**config.mk**
```make
export PLATFORM = sky130hd
export DESIGN_NAME = mux_bin_pipe
export DESIGN_NICKNAME = d
export VERILOG_FILES = /design/src/rtl/mux_bin_pkg.sv /design/src/rtl/mux_bin_stage.sv /design/src/rtl/mux_bin_pipe.sv
export SDC_FILE = /design/constraint.sdc
export NUM_CORES = 1
export LEC_CHECK = 0
export CAP_MARGIN = 25
export CORE_MARGIN = 2
export CORE_UTILIZATION = 39
export DETAILED_ROUTE_END_ITERATION = 16
export PLACE_DENSITY_LB_ADDON = 0.15
export SLEW_MARGIN = 40
export SYNTH_ARGS = -nofsm -noshare
export SYNTH_HDL_FRONTEND = slang
export SYNTH_SLANG_ARGS = --single-unit
```
**constraint.sdc**
```tcl
create_clock -name clk -period 1.7 [get_ports clk]
set_clock_uncertainty 0.05 [all_clocks]
set_input_delay 0.34 -clock clk [delete_from_list [all_inputs] [get_ports clk]]
set_output_delay 0.34 -clock clk [all_outputs]
set_load 0.05 [all_outputs]
```
**src/rtl/mux_bin_pkg.sv**
```systemverilog
// rtl/mux_bin_pkg.sv - select-slice and stage-size helpers for mux_bin_pipe
package mux_bin_pkg;

  function automatic int width_log(input int width);
    return $clog2(width);
  endfunction

  function automatic int split_log(input int split);
    return $clog2(split);
  endfunction

  function automatic int stage_cnt(input int width, input int split);
    return (width_log(width) + split_log(split) - 1) / split_log(split);
  endfunction

  // Lowest select bit consumed by stage k; slices go LSB group first.
  function automatic int sel_lo(input int split, input int k);
    return k * split_log(split);
  endfunction

  function automatic int sel_bits(input int width, input int split, input int k);
    int hi;
    hi = (k + 1) * split_log(split);
    if (hi > width_log(width)) hi = width_log(width);
    return hi - sel_lo(split, k);
  endfunction

  function automatic int ary_out(input int width, input int split, input int k);
    return width >> (sel_lo(split, k) + sel_bits(width, split, k));
  endfunction

endpackage

```
**src/rtl/mux_bin_stage.sv**
```systemverilog
// rtl/mux_bin_stage.sv - one registered reduction stage of mux_bin_pipe
module mux_bin_stage #(
  parameter type DAT_T    = logic [7:0],
  parameter int  IN_N     = 16,
  parameter int  SEL_W    = 2,
  parameter int  IN_SEL_W = 4,
  parameter int  OUT_N    = IN_N >> SEL_W,
  parameter int  REM_W    = (IN_SEL_W > SEL_W) ? IN_SEL_W - SEL_W : 1
) (
  input  logic                clk,
  input  logic                rst,
  input  logic                i_vld,
  output logic                o_rdy,
  input  DAT_T                i_ary [IN_N],
  input  logic [IN_SEL_W-1:0] i_sel,
  output logic                o_vld,
  input  logic                i_rdy,
  output DAT_T                o_ary [OUT_N],
  output logic [REM_W-1:0]    o_sel
);
  localparam int WAYS  = 1 << SEL_W;
  localparam int IDX_W = $clog2(IN_N);

  logic             r_vld;
  DAT_T             r_ary [OUT_N];
  logic [REM_W-1:0] r_sel;
  DAT_T             w_pick [OUT_N];
  logic [REM_W-1:0] w_rem;
  logic [SEL_W-1:0] w_slot;

  assign w_slot = i_sel[SEL_W-1:0];

  // The final stage has no upper select bits left to carry.
  if (IN_SEL_W > SEL_W) begin : g_rem
    assign w_rem = i_sel[IN_SEL_W-1:SEL_W];
  end else begin : g_norem
    assign w_rem = '0;
  end

  always_comb begin
    for (int j = 0; j < OUT_N; j++) begin
      w_pick[j] = i_ary[IDX_W'(j * WAYS + int'(w_slot))];
    end
  end

  assign o_rdy = !r_vld || i_rdy;

  always_ff @(posedge clk or posedge rst) begin
    if (rst) begin
      r_vld <= 1'b0;
      r_sel <= '0;
      for (int j = 0; j < OUT_N; j++) r_ary[j] <= '0;
    end else if (o_rdy) begin
      r_vld <= i_vld;
      if (i_vld) begin
        r_ary <= w_pick;
        r_sel <= w_rem;
      end
    end
  end

  assign o_vld = r_vld;
  assign o_ary = r_ary;
  assign o_sel = r_sel;

endmodule

```
**src/rtl/mux_bin_pipe.sv**
```systemverilog
// rtl/mux_bin_pipe.sv - pipelined binary-select array mux with valid/ready stages
// MUX_BIN_PIPE_LOCK_EN: hold the first beat's select until the src_lst beat is accepted.
module mux_bin_pipe
  import mux_bin_pkg::*;
#(
  parameter type DAT_T = logic [7:0],
  parameter int  WIDTH = 16,
  parameter int  SPLIT = 4
) (
  input  logic                     clk,
  input  logic                     rst,
  input  logic                     src_vld,
  output logic                     src_rdy,
  input  logic [$clog2(WIDTH)-1:0] src_bin,
  input  DAT_T                     src_ary [WIDTH],
  input  logic                     src_lst,
  output logic                     dst_vld,
  input  logic                     dst_rdy,
  output DAT_T                     dst_dat
);
  localparam int WL     = width_log(WIDTH);
  localparam int STAGES = stage_cnt(WIDTH, SPLIT);

  logic [WL-1:0] w_bin;

`ifdef MUX_BIN_PIPE_LOCK_EN
  logic          r_open;
  logic [WL-1:0] r_bin;
  logic          w_acc;

  assign w_acc = src_vld && src_rdy;
  assign w_bin = r_open ? r_bin : src_bin;

  always_ff @(posedge clk or posedge rst) begin
    if (rst) begin
      r_open <= 1'b0;
      r_bin  <= '0;
    end else if (w_acc) begin
      r_open <= !src_lst;
      if (!r_open) r_bin <= src_bin;
    end
  end
`else
  logic w_unused_lst;
  assign w_unused_lst = src_lst;
  assign w_bin        = src_bin;
`endif

  for (genvar k = 0; k < STAGES; k++) begin : g_stage
    localparam int LO    = sel_lo(SPLIT, k);
    localparam int SB    = sel_bits(WIDTH, SPLIT, k);
    localparam int IN_N  = WIDTH >> LO;
    localparam int OUT_N = ary_out(WIDTH, SPLIT, k);
    localparam int ISW   = WL - LO;
    localparam int RW    = (ISW > SB) ? ISW - SB : 1;

    logic           w_vld_in, w_rdy, w_vld, w_nxt_rdy;
    DAT_T           w_in  [IN_N];
    DAT_T           w_out [OUT_N];
    logic [ISW-1:0] w_sel_in;
    logic [RW-1:0]  w_sel_out;

    if (k == 0) begin : g_first
      assign w_vld_in = src_vld;
      assign w_in     = src_ary;
      assign w_sel_in = w_bin;
    end else begin : g_mid
      assign w_vld_in = g_stage[k-1].w_vld;
      assign w_in     = g_stage[k-1].w_out;
      assign w_sel_in = g_stage[k-1].w_sel_out;
    end

    if (k == STAGES - 1) begin : g_last
      logic w_unused;
      assign w_nxt_rdy = dst_rdy;
      assign w_unused  = ^w_sel_out;
    end else begin : g_inner
      assign w_nxt_rdy = g_stage[k+1].w_rdy;
    end

    mux_bin_stage #(
      .DAT_T    (DAT_T),
      .IN_N     (IN_N),
      .SEL_W    (SB),
      .IN_SEL_W (ISW)
    ) u_stage (
      .clk   (clk),
      .rst   (rst),
      .i_vld (w_vld_in),
      .o_rdy (w_rdy),
      .i_ary (w_in),
      .i_sel (w_sel_in),
      .o_vld (w_vld),
      .i_rdy (w_nxt_rdy),
      .o_ary (w_out),
      .o_sel (w_sel_out)
    );
  end

  assign src_rdy = g_stage[0].w_rdy;
  assign dst_vld = g_stage[STAGES-1].w_vld;
  assign dst_dat = g_stage[STAGES-1].w_out[0];

endmodule
```
**Word-level counts from Yosys, hierarchy flattened**

Cells that the tools add are included.

- Register bits after elaboration: 44
- Output and inout port bits: 10
- Word-level logic and storage cells: 42

- $add $sub $neg: 3
- Order comparisons: 5
- Mux-type cells: 15
- Bitwise operators: 5
- Reductions and logical operators: 6

Operators by type and width:

| operator | count |
|---|---|
| $bmux 8 s4 | 4 |
| $mux 8 | 10 |
| $ge 4x5->1 const B | 4 |
| $bmux 8 s2 | 1 |
| $not 4->4 | 3 |
| $add 4x2->4 const A | 2 |
| $add 3x2->4 const A | 1 |
| $not 2->4 | 1 |
| $reduce_and 2->1 | 2 |
| $ge 2x3->1 const B | 1 |
| $logic_not 1->1 | 2 |
| $logic_or 1x1->1 | 2 |
| $not 2->2 | 1 |

**Longest topological paths before layout**

Gate-level depths: netlist (run 1).

- Depth in word-level cells: 5
- Gate-level depth with buffers: 4
- Mapped depth without buffers: 3

**Modules after synthesis**

Synthesis (run 1) repeated with hierarchy kept, for this count alone.

- Cells, all modules: 148
- Area, all modules: 2640.0 um^2

Modules (own cells, without submodules):

| module | times used | cells each | area an instance (um^2) | sequential area each (um^2) |
|---|---|---|---|---|
| mux_bin_stage at g_stage[0].u_stage | 1 | 115 | 2098.3 | 875.8 |
| mux_bin_stage at g_stage[1].u_stage | 1 | 33 | 541.8 | 225.2 |

**Least setup slack after synthesis (run 1)**

OpenSTA, ideal clock, no wires.

- Path type: register -> register
- Start point: register g_stage[1].u_stage.r_vld
- End point: register g_stage[0].u_stage.r_ary (netlist bit g_stage[0].u_stage.o_ary[0])
- Setup time: 125 ps
- Data arrival time: 2139 ps
- Setup slack: -614 ps
- Cell stages (with the launch flop): 5
- Clock period less this slack: 2314 ps
- Path through: dfrtp_1 > nand3b_1 > nand2_1 > buf_2 > mux2_2

- Cells in the longest elaborated chain, start to end: 4

RTL lines:

| element | RTL line | text |
|---|---|---|
| start: declaration | mux_bin_stage.sv:24 | `logic r_vld;` |
| start signal: assignment | mux_bin_stage.sv:54 | `r_vld <= i_vld;` |
| $logic_not 1->1 | mux_bin_stage.sv:46 | `assign o_rdy = !r_vld \|\| i_rdy;` |
| $logic_or 1x1->1 (2 in a row) | mux_bin_stage.sv:46 |  |
| via src_rdy | mux_bin_pipe.sv:13 | `output logic src_rdy,` |
| $reduce_and 2->1 (no line) | n/a |  |
| end signal: assignment | mux_bin_stage.sv:56 | `r_ary <= w_pick;` |
| end: declaration | mux_bin_stage.sv:25 | `DAT_T r_ary [OUT_N];` |

The timed path passes the listed nets, and every way through them passes these cells.
A chain may end at the register's enable or synchronous reset.

**Final worst setup path (run 1)**

- Start point: input src_bin[1]
- End point: register g_stage[0].u_stage.r_ary (netlist bit g_stage[0].u_stage.o_ary[0])

- Cells in the longest elaborated chain, start to end: 5

RTL lines:

| element | RTL line | text |
|---|---|---|
| start: declaration | mux_bin_pipe.sv:14 | `input logic [$clog2(WIDTH)-1:0] src_bin,` |
| $add 4x2->4 | mux_bin_stage.sv:42 | `w_pick[j] = i_ary[IDX_W'(j * WAYS + int'(w_slot))];` |
| $not 4->4 (implied by the code) | mux_bin_stage.sv:42 |  |
| $bmux 8 s4 | mux_bin_stage.sv:42 |  |
| $mux 8 (implied by the code) (2 in a row) | mux_bin_stage.sv:42 |  |

Every way passes these cells. The select of a mux whose other input is x is not followed.

==> flow_summary.json, run 1 <==
{
  "die_area_um2": 7340,
  "numCtsBuffers": 5,
  "p_leak_nw": 1.84,
  "clock_path_buffers": 2,
  "io_buffers": 145,
  "h-tree-depth": 2,
  "seq_area_um2": 1100,
  "maxCapViolCount": 0,
  "gr-usage-met3_pct": 4.62,
  "maxSlewViolCount": 0,
  "hold_class": "in -> reg",
  "grt_max_degree": 45,
  "yosys_warnings": 0,
  "synth_area_leaders": "dfrtp_1, mux4_2, mux2_2, buf_6, mux4_1",
  "postRouteWirelength_um": 6510,
  "routabilityCongestion": 0.745,
  "avgViaCountPerCell": 5.32,
  "row_count": 29,
  "pre_cts_slack_ns": -0.196,
  "cts_num_sinks": 44,
  "synth-seq-cells": 44,
  "drt-initial-drc-count": 47,
  "cp-start-kind": "input pin",
  "die_h_um": 85.7,
  "design_area_um2": 4470,
  "min_period_ns": 1.57,
  "cts-hold-fix-buffers": 0,
  "synth_top_area_share_pct": 42.3,
  "max_freq_ghz": 0.637,
  "worst_ep_arrival_time_ns": 1.71,
  "cellPowerDensity_nw_per_um2": 866,
  "post_dp_cell_area_um2": 4350,
  "synth_area_leader_cell": "dfrtp_1",
  "dp_hpwl_um": 5220,
  "cp-end-kind": "flip-flop",
  "final_util_pct": 70.1,
  "grt_use_total_pct": 18.7,
  "core_um2": 6390,
  "reg2reg_from": "g_stage[0].u_stage.o_sel[0]",
  "finalCritPeriodShare_pct": 92.4,
  "syn_area_per_cell_um2": 17.9,
  "worst_slack_ns": 0.129,
  "crit_start": "src_bin[1]",
  "post-place-cells": 367,
  "finalNetCount": 434,
  "tightest_slew_ns": 0.416,
  "dieWidth_um": 85.7,
  "slew_headroom_pct": 72.2,
  "synth_area_um2": 2600,
  "antenna_left": 0,
  "first_pass_iters": 2,
  "io_pins": 147,
  "start_util_pct": 40.7,
  "min_from": "dst_rdy",
  "drc": 0,
  "ir_drop_mv": 0.576,
  "n_antenna_cell": 0,
  "finalSetupViolCount": 0,
  "wl_per_cell_um": 17.4,
  "hold_violations": 0,
  "cts_tree": "built",
  "crit_type": "in -> reg",
  "num-fill-cells": 490,
  "rsz0062_at_grt": "false",
  "post_cts_buffers": 0,
  "worstSkewPairLatency_ns": 0.30,
  "route.vias.total": 1995,
  "antenna_found_initial": 0,
  "cp_max_fo": 32,
  "grtUsageMet2_pct": 32.5,
  "top_usage_layer": "met2",
  "multiInputGateArea_um2": 1530,
  "syn2layout_area_growth_pct": 72.0,
  "worstPathRequired_ns": 1.84,
  "grt_pass1_vias": 2219,
  "grt_pass1_wl_um": 10600,
  "drive_above_1_share_pct": 38.9,
  "cts_resized": 0,
  "grt_util_met1_pct": 23.2,
  "yosysSeqAreaShare_pct": 42.3,
  "status": "complete, no violations",
  "cts-root-buf": "clkbuf_8",
  "syn_nets": 282,
  "final_cell_count_no_fill": 375,
  "synth_cell_type_count": 13,
  "syn_inst": 145,
  "cts.clk_slew.worst_paths_ns": 0.08,
  "grt_overflow_total": 0
}
## synthesized netlist by cell type
cell / n
nand2_1: 2
buf_8: 1
mux4_1: 1
buf_2: 5
nand2b_1: 3
inv_1: 1
dfrtp_1: 44
nand3b_1: 1
mux4_2: 39
clkbuf_1: 1
buf_6: 3
mux2_2: 42
buf_1: 2
## placed cells by master (no fill, tap or decap), types with 2 or more instances in the layout
| master | synthesis | routed |
|---|---|---|
| mux2_4 | 0 | 30 |
| dfrtp_2 | 0 | 2 |
| buf_12 | 0 | 8 |
| clkbuf_8 | 0 | 6 |
| clkdlybuf4s50_1 | 0 | 133 |
| dfrtp_1 | 44 | 42 |
| buf_4 | 0 | 13 |
| nand2b_1 | 3 | 3 |
| mux2_2 | 42 | 12 |
| mux4_2 | 39 | 39 |
## sequential cells by signal (all words and copies together) (netlist names)
signal,cells
g_stage.u_stage.o_ary,40
g_stage.u_stage.o_vld,2
g_stage.u_stage.o_sel,2
## logic make-up after synthesis
family,count (synthesis),share of synthesized area (%)
buffers and inverters,13,3.41
DFF,44,42.3
muxes,82,53.0
and+or+nand+nor,6,1.30
## metal layers
layer  up-vias  part of all wire (%)  routed length, um
met1      1001                    39               2550
met4         0                   2.0                129
met3        10                   7.8                509
li1        897                     -                  -
met2        87                    51               3320
met5         -                     0                  0
## area by class of cell
| type | count | share of cell area, % |
|---|---|---|
| inverters | 1 | 0.0839 |
| repair buffers | 157 | 36.2 |
| flip-flops and latches | 44 | 24.7 |
| clock buffers | 6 | 1.85 |
| multi-input cells | 88 | 34.2 |
| well taps | 77 | 2.15 |
| clock inverters | 2 | 0.867 |
## stage by stage
stage               hold slack [ns]  TNS [ns]  total power [mW]
finish                        0.287         0              3.88
global route                  0.343         0              4.06
CTS                           0.342         0              3.92
detailed placement            0.433     -5.17              3.07
global placement              0.419     -4.83              3.04
floorplan                     0.398     -9.38              2.43
## final timing paths
kind | slack [ns] | endpoint | cells past startpoint
setup / recovery | 0.13 | g_stage[0].u_stage.o_ary[0] | 4
hold / removal | 0.29 | g_stage[1].u_stage.o_vld | 3
setup reg to reg | 0.18 | g_stage[1].u_stage.o_ary[3] | 3
hold reg to reg | 0.45 | g_stage[1].u_stage.o_vld | 1
max in group asynchronous | 1.04 | g_stage[0].u_stage.o_sel[0] | 3
min in group asynchronous | 0.33 | g_stage[0].u_stage.o_ary[29] | 3
## power breakdown
group	leakage (nW)	switching [mW]	internal, mW
combinational	1.27	0.634	0.945
sequential	0.510	0.161	1.30
clock	0.0614	0.361	0.480
total	1.84	1.16	2.72
## worst max-delay path, stage by stage
cell,delay (ns)
clkdlybuf4s50_1,0.50
buf_12,0.22
mux4_2,0.36
mux2_4,0.28
(Power assumes the default switching activity.)
==> run 2: changes to the inputs <==
Settings changed: CORE_MARGIN 2 to 5, CORE_UTILIZATION 39 to 40, CTS_BUF_LIST set to sky130_fd_sc_hd__clkbuf_8.
==> run 2 against run 1 <==
Sequential share of layout area rose by 0.10 points; core utilization hardly changed; final cell count shrank 0.53%; critical endpoint is now src_rdy; via count shrank 0.85%; register-to-register slack improved by 0.06 ns; critical path type is now in -> out; die area rose by 12%; clock power shrank 8.0%; global-route usage shrank 1.3 points; sequential power about the same; total power decreased by 1.8%.
==> flow_summary.json, run 2 (synthesis results as in run 1) <==
{
  "status": "complete, no violations",
  "worstSkewPairLatency_ns": 0.29,
  "cts_tree": "built",
  "drt-initial-drc-count": 52,
  "p_leak_nw": 1.82,
  "io_buffers": 145,
  "hold_violations": 0,
  "crit_type": "in -> out",
  "finalSetupViolCount": 0,
  "io_pins": 147,
  "route.vias.total": 1978,
  "antenna_found_initial": 0,
  "first_pass_iters": 3,
  "die_h_um": 90.6,
  "cellPowerDensity_nw_per_um2": 856,
  "layout_common_cells": "clkdlybuf4s50_1, dfrtp_1, mux4_2, mux2_4, mux2_2",
  "pwr-share-seq_pct": 37.8,
  "grt_overflow_total": 0,
  "drive_above_1_share_pct": 37.8,
  "cp_max_fo": 2,
  "dieWidth_um": 90.6,
  "n_antenna_cell": 0,
  "postRouteWirelength_um": 6790,
  "worstPathRequired_ns": 1.31,
  "maxCapViolCount": 0,
  "row_count": 29,
  "cts-root-buf": "clkbuf_8",
  "rsz0062_at_grt": "false",
  "combPwrFrac_pct": 41.9,
  "max_freq_ghz": 0.618,
  "tns_ns": 0,
  "hold_class": "in -> async",
  "cts.clk_slew.worst_paths_ns": 0.08,
  "drc": 0,
  "design_area_um2": 4450,
  "worst_ep_arrival_time_ns": 1.23,
  "cts_num_sinks": 44,
  "grt_pass1_wl_um": 11100,
  "antenna_left": 0,
  "wl_per_cell_um": 18.2,
  "r2r_slack_ns": 0.24,
  "syn2layout_area_growth_pct": 71.1,
  "grt_max_degree": 45,
  "dp_hpwl_um": 5520,
  "grt_pass1_vias": 2269,
  "avgViaCountPerCell": 5.30,
  "cellInternalPower_mw": 2.67,
  "maxSlewViolCount": 0,
  "core_um2": 6350,
  "largest_reg_flops": 40,
  "h-tree-depth": 2,
  "start_util_pct": 41.0,
  "slew_headroom_pct": 68.3,
  "numCtsBuffers": 5,
  "finalCritPeriodShare_pct": 95.2,
  "clock_path_buffers": 2,
  "min_period_ns": 1.62,
  "finalNetCount": 432,
  "cts_resized": 0,
  "layout_commonest_cell": "clkdlybuf4s50_1",
  "post_dp_cell_area_um2": 4340,
  "routabilityCongestion": 0.690,
  "p_sw_mw": 1.14,
  "pwr-share-clk_pct": 20.3,
  "cp-end-kind": "output pin",
  "tightest_slew_ns": 0.475,
  "sw_frac_of_total_pct": 29.9,
  "cp-start-kind": "input pin",
  "cts-hold-fix-buffers": 0,
  "ir_drop_mv": 0.751,
  "grt_use_total_pct": 17.3,
  "die_area_um2": 8220
}
==> run 2: cell types whose count changed in the layout (fill, tap and decap cells not counted) <==
cell	delta
buf_12	+1
buf_4	-2
buf_6	-1
clkbuf_8	-1
clkdlybuf4s50_1	+1
clkinv_2	+1
clkinv_4	-1
dfrtp_1	+1
dfrtp_2	-1
dlymetal6s2s_1	-1
inv_1	+1
==> run 2: worst max-delay path, stage by stage <==
cell,delay [ns]
clkdlybuf4s50_1,0.41
nand3b_1,0.18
buf_4,0.16
buf_12,0.14
==> run 2: power by group through the flow <==
stage          clock [mW]  sequential (mW)  combinational, mW
2_1_floorplan           0             1.73              0.702
3_3_place_gp            0             1.46               1.58
3_5_place_dp            0             1.46               1.61
4_1_cts             0.791             1.44               1.62
5_1_grt             0.837             1.48               1.68
6_report            0.775             1.44               1.59
==> run 2: through the flow <==
step                setup slack, ns  instances  utilization, %  power, mW  hold slack, ns
floorplan                    -0.291        145               -       2.43           0.398
detailed placement           -0.167        364            68.3       3.07           0.439
global placement             -0.170        364            68.3       3.04           0.411
global route                 0.0363        373            70.1       3.99           0.356
finish                       0.0821        373            70.1       3.81           0.339
CTS                          0.0144        372            70.0       3.85           0.348
==> run 2: area by class of cell <==
| class | instances | area, um2 |
|---|---|---|
| inverters | 1 | 3.75 |
| clock buffers | 5 | 68.8 |
| fillers | 466 | 1900 |
| clock inverters | 3 | 38.8 |
| flip-flops and latches | 44 | 1100 |
| repair buffers | 155 | 1610 |
| multi-input cells | 88 | 1530 |
| well taps | 77 | 96.3 |
==> run 2: worst paths after layout <==
path | start | to | cells past startpoint
min in group clk | g_stage[0].u_stage.o_vld | g_stage[1].u_stage.o_vld | 1
max in group asynchronous | rst | g_stage[1].u_stage.o_vld | 3
hold / removal | rst | g_stage[0].u_stage.o_sel[1] | 3
setup / recovery | dst_rdy | src_rdy | 4
setup reg to reg | g_stage[0].u_stage.o_sel[0] | g_stage[1].u_stage.o_ary[3] | 3
hold reg to reg | g_stage[0].u_stage.o_vld | g_stage[1].u_stage.o_vld | 1
==> run 2: routing by layer <==
layer | up-vias | track usage (%) | wire [um]
met5 | - | 0 | 0
met4 | 0 | 4.47 | 72
met3 | 4 | 5.42 | 520
met2 | 94 | 32.0 | 3670
met1 | 989 | 19.0 | 2520
li1 | 891 | - | -
==> run 2: repair_timing <==
| action | CTS | global route |
|---|---|---|
| endpoints found under the hold margin | 0 | 0 |
| buffers inserted | 0 | 1 |
| endpoints found under the setup margin | 0 | 1 |
==> run 3: changes to the inputs <==
Settings changed: SYNTH_HIERARCHICAL set to 1.
==> run 3 against run 2 <==
Combinational power decreased by 6%; register-to-register slack hardly changed; flip-flop and latch count stayed put; total power is 2.3% lower; via count is 0.91% lower; largest power group unchanged.
==> flow_summary.json, run 3 <==
{
  "io_pins": 147,
  "first_pass_iters": 3,
  "critical_path.top_delay_family": "buffers and inverters",
  "maxCapViolCount": 0,
  "pre_cts_slack_ns": -0.177,
  "pwr-share-seq_pct": 38.7,
  "hold_class": "in -> async",
  "p_sw_mw": 1.14,
  "layout_common_cells": "clkdlybuf4s50_1, dfrtp_1, mux2_2, mux4_2, buf_4",
  "drc": 0,
  "finalSetupViolCount": 0,
  "die_area_um2": 8290,
  "seq_area_um2": 1100,
  "multiInputGateArea_um2": 1420,
  "combPwrFrac_pct": 39.9,
  "grt_use_total_pct": 17.0,
  "grt_pass1_vias": 2272,
  "cp_max_fo": 3,
  "rsz0062_at_grt": "false",
  "antenna_found_initial": 0,
  "yosys_warnings": 6,
  "largest_reg_flops": 40,
  "route.vias.total": 1960,
  "dp_hpwl_um": 5740,
  "r2r_slack_ns": 0.24,
  "grt_max_degree": 36,
  "syn_nets": 283,
  "numCtsBuffers": 5,
  "antenna_left": 0,
  "worstPathRequired_ns": 1.31,
  "finalCritPeriodShare_pct": 93.8,
  "worst_path_largest_cell_delay_ns": 0.47,
  "clock_path_buffers": 2,
  "start_util_pct": 41.2,
  "grt_pass1_wl_um": 11300,
  "io_buffers": 145,
  "reg2reg_from": "g_stage[0].u_stage/o_sel[0]",
  "core_um2": 6390,
  "cp_slowest_cell": "clkdlybuf4s50_1",
  "finalNetCount": 435,
  "dieWidth_um": 91.1,
  "cts.clk_slew.worst_paths_ns": 0.09,
  "synth_area_um2": 2630,
  "syn_inst": 146,
  "cts_resized": 1,
  "pwr-share-clk_pct": 21.4,
  "cellPowerDensity_nw_per_um2": 860,
  "row_count": 29,
  "min_period_ns": 1.59,
  "sw_frac_of_total_pct": 30.6,
  "post_dp_cell_area_um2": 4220,
  "cts_num_sinks": 44,
  "maxSlewViolCount": 0,
  "cts-hold-fix-buffers": 0,
  "drt-initial-drc-count": 35,
  "cellInternalPower_mw": 2.58,
  "wl_per_cell_um": 18.1,
  "slew_headroom_pct": 71.9,
  "worst_slack_ns": 0.106,
  "n_antenna_cell": 0,
  "cp_num_buf_inv": 2,
  "worst_ep_arrival_time_ns": 1.20,
  "syn_area_per_cell_um2": 18.0,
  "hold_violations": 0,
  "h-tree-depth": 2,
  "grt_overflow_total": 0,
  "postRouteWirelength_um": 6810,
  "cts_tree": "built",
  "cp-end-kind": "output pin",
  "avgViaCountPerCell": 5.21,
  "crit_type": "in -> out",
  "final_util_pct": 67.8,
  "status": "complete, no violations",
  "die_h_um": 91.1,
  "drive_above_1_share_pct": 39.1,
  "worstSkewPairLatency_ns": 0.30,
  "syn2layout_area_growth_pct": 64.6,
  "crit_chain": "clkdlybuf4s50_1, nand2b_4, nand2b_4, buf_12",
  "reg2reg_depth": 3,
  "crit_start": "dst_rdy",
  "path_common_cell": "nand2b_4",
  "r2r-end": "g_stage[1].u_stage/o_ary[0]",
  "cp-start-kind": "input pin",
  "ir_drop_mv": 1.07,
  "p_leak_nw": 1.69,
  "tightest_slew_ns": 0.422,
  "total_power_mw": 3.72,
  "num-fill-cells": 490,
  "layout_commonest_cell": "clkdlybuf4s50_1",
  "post_cts_buffers": 0,
  "routabilityCongestion": 0.711,
  "max_freq_ghz": 0.627,
  "design_area_um2": 4330,
  "cts-root-buf": "clkbuf_8"
}
-- run 3: area by class of cell --
type,instances,area share [%]
Clock buffer,5,1.59
Clock inverter,3,0.983
Inverter,2,0.173
Multi-Input combinational cell,88,32.9
Sequential cell,44,25.5
Tap cell,77,2.23
Timing Repair Buffer,157,36.7
-- run 3: worst max path at each step --
stage,slack [ns],endpoint,depth (start not counted)
after global placement,-0.16,g_stage[0].u_stage/o_ary[27],4
after floorplan,-0.05,g_stage[0].u_stage/o_ary[10],5
final,0.11,src_rdy,4
after global routing,0.07,g_stage[0].u_stage/o_ary[25],6
after detailed placement,-0.18,g_stage[0].u_stage/o_ary[24],4
after CTS,0.11,src_rdy,4
-- run 3: stage by stage --
step                TNS (ns)  hold WS [ns]  cells
detailed placement     -6.42         0.438    369
floorplan              -1.48         0.118    146
global placement       -5.81         0.432    369
finish                     0         0.302    376
CTS                        0         0.316    376
global route               0         0.355    376
-- run 3: power by group through the flow --
stage / logic [mW] / clock network [mW] / registers, mW
final: 1.49 / 0.796 / 1.44
after global routing: 1.59 / 0.850 / 1.47
after CTS: 1.51 / 0.814 / 1.44
after detailed placement: 1.51 / 0 / 1.46
after global placement: 1.48 / 0 / 1.45
after floorplan: 0.607 / 0 / 1.72
-- run 3: per-layer routing --
layer	vias up	GRT usage, %	wire [um]
met5	-	0	0
met4	0	4.03	65
met3	7	4.38	507
met2	77	30.3	3730
met1	972	20.7	2500
li1	904	-	-
